--- src/rtl/bitblade_pkg.sv ---
// Shared types and constants for the Bitblade partial-sum accumulator.
package bitblade_pkg;

  localparam int unsigned ACC_W_DEF = 32;
  localparam int unsigned LEN_W_DEF = 8;
  localparam int unsigned PSUM_W    = 18;

  typedef enum logic [1:0] {
    StIdle = 2'd0,
    StAcc  = 2'd1,
    StDone = 2'd2
  } state_e;

endpackage

--- src/rtl/bitblade_sat_add.sv ---
// Adds an 18-bit unsigned partial sum to an ACC_W-bit accumulator.
// SAT selects clamp-to-max on overflow; otherwise the sum wraps.
module bitblade_sat_add
  import bitblade_pkg::*;
#(
  parameter int unsigned ACC_W = ACC_W_DEF,
  parameter bit          SAT   = 1'b0
) (
  input  logic [ACC_W-1:0]  a_i,
  input  logic [PSUM_W-1:0] b_i,
  output logic [ACC_W-1:0]  sum_o,
  output logic              carry_o
);

  logic [ACC_W:0] full;

  assign full    = {1'b0, a_i} + {{(ACC_W + 1 - PSUM_W){1'b0}}, b_i};
  assign carry_o = full[ACC_W];
  assign sum_o   = (SAT && carry_o) ? {ACC_W{1'b1}} : full[ACC_W-1:0];

endmodule

--- src/rtl/bitblade_acc.sv ---
// Accumulates len Bitblade partial sums into one ACC_W-bit result.
// Define BITBLADE_ACC_SAT_EN for saturating accumulation with a sticky ovf flag.
module bitblade_acc
  import bitblade_pkg::*;
#(
  parameter int unsigned ACC_W = ACC_W_DEF,
  parameter int unsigned LEN_W = LEN_W_DEF
) (
  input  logic              clk,
  input  logic              reset,
  input  logic              start,
  input  logic [LEN_W-1:0]  len,
  input  logic              in_valid,
  output logic              in_ready,
  input  logic [PSUM_W-1:0] in_c,
  output logic              out_valid,
  input  logic              out_ready,
  output logic [ACC_W-1:0]  out_sum,
  output logic              ovf,
  output logic              busy
);

`ifdef BITBLADE_ACC_SAT_EN
  localparam bit SatEn = 1'b1;
`else
  localparam bit SatEn = 1'b0;
`endif

  state_e           state_q, state_d;
  logic [ACC_W-1:0] acc_q, acc_d;
  logic [LEN_W-1:0] cnt_q, cnt_d;
  logic             ovf_q, ovf_d;
  logic [ACC_W-1:0] add_sum;
  logic             add_carry;
  logic             beat;

  bitblade_sat_add #(
    .ACC_W (ACC_W),
    .SAT   (SatEn)
  ) u_add (
    .a_i     (acc_q),
    .b_i     (in_c),
    .sum_o   (add_sum),
    .carry_o (add_carry)
  );

  assign beat = (state_q == StAcc) && in_valid;

  always_comb begin
    state_d = state_q;
    acc_d   = acc_q;
    cnt_d   = cnt_q;
    ovf_d   = ovf_q;
    unique case (state_q)
      StIdle: begin
        if (start) begin
          acc_d   = '0;
          ovf_d   = 1'b0;
          cnt_d   = len;
          state_d = (len == '0) ? StDone : StAcc;
        end
      end
      StAcc: begin
        if (beat) begin
          acc_d = add_sum;
          // Once clamped, further non-negative adds keep clamping, so ovf stays set.
          ovf_d = ovf_q | (SatEn & add_carry);
          cnt_d = cnt_q - LEN_W'(1);
          if (cnt_q == LEN_W'(1)) begin
            state_d = StDone;
          end
        end
      end
      StDone: begin
        if (out_ready) begin
          state_d = StIdle;
        end
      end
      default: state_d = StIdle;
    endcase
  end

  always_ff @(posedge clk or posedge reset) begin
    if (reset) begin
      state_q <= StIdle;
      acc_q   <= '0;
      cnt_q   <= '0;
      ovf_q   <= 1'b0;
    end else begin
      state_q <= state_d;
      acc_q   <= acc_d;
      cnt_q   <= cnt_d;
      ovf_q   <= ovf_d;
    end
  end

  assign in_ready  = (state_q == StAcc);
  assign out_valid = (state_q == StDone);
  assign busy      = (state_q != StIdle);
  assign out_sum   = acc_q;
  assign ovf       = SatEn ? ovf_q : 1'b0;

endmodule

--- config.mk ---
export PLATFORM = sky130hd
export DESIGN_NAME = bitblade_acc
export DESIGN_NICKNAME = d
export VERILOG_FILES = /design/src/rtl/bitblade_pkg.sv /design/src/rtl/bitblade_sat_add.sv /design/src/rtl/bitblade_acc.sv
export SDC_FILE = /design/constraint.sdc
export NUM_CORES = 1
export LEC_CHECK = 0
export CAP_MARGIN = 20
export CORE_MARGIN = 10
export CORE_UTILIZATION = 40
export DETAILED_ROUTE_END_ITERATION = 8
export GPL_ROUTABILITY_DRIVEN = 0
export PLACE_DENSITY = 0.66
export SETUP_SLACK_MARGIN = 0.3
export SYNTH_ARGS = -nofsm -noshare
export SYNTH_HDL_FRONTEND = slang
export SYNTH_SLANG_ARGS = --single-unit
--- constraint.sdc ---
create_clock -name clk -period 2.4 [get_ports clk]
set_input_delay 0.48 -clock clk [delete_from_list [all_inputs] [get_ports clk]]
set_output_delay 0.48 -clock clk [all_outputs]
set_load 0.1 [all_outputs]
==> run metrics <==
Slew Limit Fails 0; all-layer global routing usage 16.8%; Post-synth EDFFs 0; initial antenna violation count 0; outcome completed; Final Skew 5.09 ps; YS warnings 0; share of the synthesized area in the top cell type 35.2%; post-synthesis sequential area ratio 35.2%; Vias 3207; port buffer count 65; Tmin final 2250 ps; largest net degree at the start of global routing 43; Chip Height 106 um; average cell area after synthesis 8.18 um2; area occupied by multi-input gates 0.00240 mm2; cts hold-fix bufs 0; GRT Residual Overflow 0; P_leak 2.07 nW; Critical Path AT 2460 ps; area leader, netlist dfrtp_1; Peak Freq 444 MHz; Via density 5.37; number of buffers created by CTS 5; final routed DRC violation total 0; Power Total 6.02 mW; post-route ant nets 0; CTS tree built; share of cells above drive strength 1 43.4%; syn_nets 417; Max clock buf depth 2; Clock Pin Slew Worst Setup and Hold Paths 80 ps; Reg2Reg Setup Slack 150 ps; final setup violation count 0; FFs w/ async S/R, synth 100%; clk root buf clkbuf_8; number of synthesized register bits 42; first-pass GRT wire length 15.9 mm; Layout area overhead 65.3%; First-pass DRT Iterations 4; post-route setup slack 149 ps; Primary FF master, synth dfrtp_1; I/O pin count 67; Power Density 1220 mW/mm2; H-tree levels 2; DIE AREA 0.0113 mm2; final worst path period share 93.8%; DR iter-0 viols 147; # diodes 0; max-cap violations 0; chip width 106 um; Worst path max stage delay 420 ps; fin nets 549; hpwl dp 7.04 mm; final wirelength 9.90 mm; synthesized area 0.00299 mm2; CP required 2610 ps; CP Buf/Inv Count 3; worst path cell trace dlygate4sd2_1, inv_1, fa_2, nor2b_4, o2111ai_4, a21oi_2, o21ai_2, a21oi_2, buf_4, nor3_1, nor3_1; clock latency on the worst-skew pair 300 ps; post-synth cell types 58; # fillers 604; critical path capture point type flip-flop; CP delay by family, top compound AO/OA/AOI/OAI gates; Max VDD drop 0.639 mV; Post-Place Setup Slack -418 ps; register area 0.00112 mm2; final hold vios 0; synthesized instance count 365; worst-path fanout max 4; Worst path slowest cell fa_2; clock sinks 42; vias in the first global route 3244; Core ar. 0.00725 mm2; Starting Density 41.2%; Critical Path Start Type input pin; top post-synthesis cells by area dfrtp_1 35%, ha_1 8.4%, a21oi_1 6.2%; DR WL/cell 16.6 um; critical path type in -> reg; RSZ-0062 raised after global routing true; Std-Cell Rows 31; hold crit path type in -> async
-- final cells by class --
cell class	count	area share [%]
multi-input combinational	295	48.6
timing repair buffer	139	23.0
sequential	42	22.7
tap	99	2.51
clock buffer	7	1.55
inverter	14	1.06
clock inverter	1	0.608
-- routing by layer --
metal / vias up / wire (um) / global-route usage, %
met3: 7 / 395 / 3.14
met5: - / 0 / 0
met4: 0 / 93 / 4.84
met2: 78 / 5010 / 28.5
li1: 1578 / - / -
met1: 1544 / 4400 / 21.1
-- timing repair --
action	in CTS	in global routing
gates resized for setup	44	37
cloned	0	0
setup buffers	9	6
pin swaps	42	31
endpoints found under the setup margin	25	24
-- Yosys cell counts, types with 3 or more instances --
master	count
nand4_1	4
dfrtp_1	42
clkbuf_1	9
o21ai_0	26
nor3_1	11
nand3_1	10
nor2_1	30
nand2b_1	4
o21ai_1	16
a21oi_1	37
xnor2_1	11
nor4_1	5
a211oi_1	3
nand2_1	42
o21a_1	5
o31ai_1	4
xor2_1	5
a31oi_1	3
inv_1	14
ha_1	20
and2_1	5
nor2b_1	5
and3_1	3
or3_1	5
a21o_1	6
-- power by group --
part	internal [mW]	switching [mW]	leakage, nW
registers	0.984	0.279	0.514
logic	1.59	2.60	1.50
clock network	0.312	0.256	0.0524
total	2.89	3.13	2.07
-- path summary, 6_finish.rpt --
path,startpoint,endpoint,cells past startpoint
max in group asynchronous,reset,out_sum[0]$_DFFE_PP0P_,3
worst max-delay path,in_c[1],out_sum[18]$_DFFE_PP0P_,11
worst max register to register,out_sum[0]$_DFFE_PP0P_,out_sum[18]$_DFFE_PP0P_,11
min in group clk,out_sum[11]$_DFFE_PP0P_,out_sum[11]$_DFFE_PP0P_,2
worst min-delay path,reset,state_q[0]$_DFFE_PP0P_,3
worst min register to register,out_sum[11]$_DFFE_PP0P_,out_sum[11]$_DFFE_PP0P_,2
-- sequential cells by signal, indices dropped and copies added (netlist names) --
| signal | count |
|---|---|
| cnt_q | 8 |
| out_sum | 32 |
| state_q | 2 |
-- metrics by stage --
stage	area [um2]	TNS, ps	hold WS [ps]	utilization [%]	cells
floorplan	3300	0	495	-	365
global placement	4370	-5210	493	60.2	574
detailed placement	4370	-6030	512	60.2	574
CTS	4690	0	553	64.6	591
global route	4940	0	585	68.1	597
finish	4940	0	540	68.1	597
-- placed cells by master, fill, tap and decap left out, types with 3 or more instances in the layout --
master           netlist  layout
dlygate4sd2_1          0      14
o21a_1                 5       5
o21ai_2                0       5
xor2_1                 5       4
nor4_1                 5       4
nor3_2                 1       3
and2_1                 5       5
buf_4                  1     104
clkdlybuf4s50_1        0      15
o21ai_0               26      23
nor2_1                30      26
a21o_1                 6       6
nand3_1               10       8
dfrtp_2                0       9
nor2b_1                5       3
o21ai_1               16      12
nand2_2                0       3
xnor2_2                0       3
nor3_1                11       9
nand2_1               42      37
a21oi_2                0       9
clkbuf_8               0       5
xnor2_1               11       8
dfrtp_1               42      18
buf_6                  1       3
a21oi_1               37      26
nand4_1                4       4
inv_1                 14      13
or3_1                  5       5
nand2b_1               4       4
ha_4                   0      18
dfrtp_4                0      15
-- worst register-to-register path, cell delays in order (launching register included) --
cell	delay [ps]
dfrtp_4	430
ha_4	140
inv_2	30
fa_2	360
nor2b_4	150
o2111ai_4	180
a21oi_2	200
o21ai_2	90
a21oi_2	220
buf_4	150
nor3_1	50
nor3_1	170
-- cell families (layout without fill, tap and decap cells) --
group / after synthesis / count (layout) / synth area share (%)
AO/OA/AOI/OAI: 120 / 120 / 24.1
buffers and inverters: 28 / 161 / 3.94
flip-flops: 42 / 42 / 35.2
other: 1 / 1 / 0.126
multiplexers: 1 / 1 / 0.335
XOR/XNOR: 16 / 16 / 4.69
AND/OR/NAND/NOR: 136 / 136 / 22.5
adder cells (fa/ha/maj): 21 / 21 / 9.05
Power figures use the tool's default switching activity.
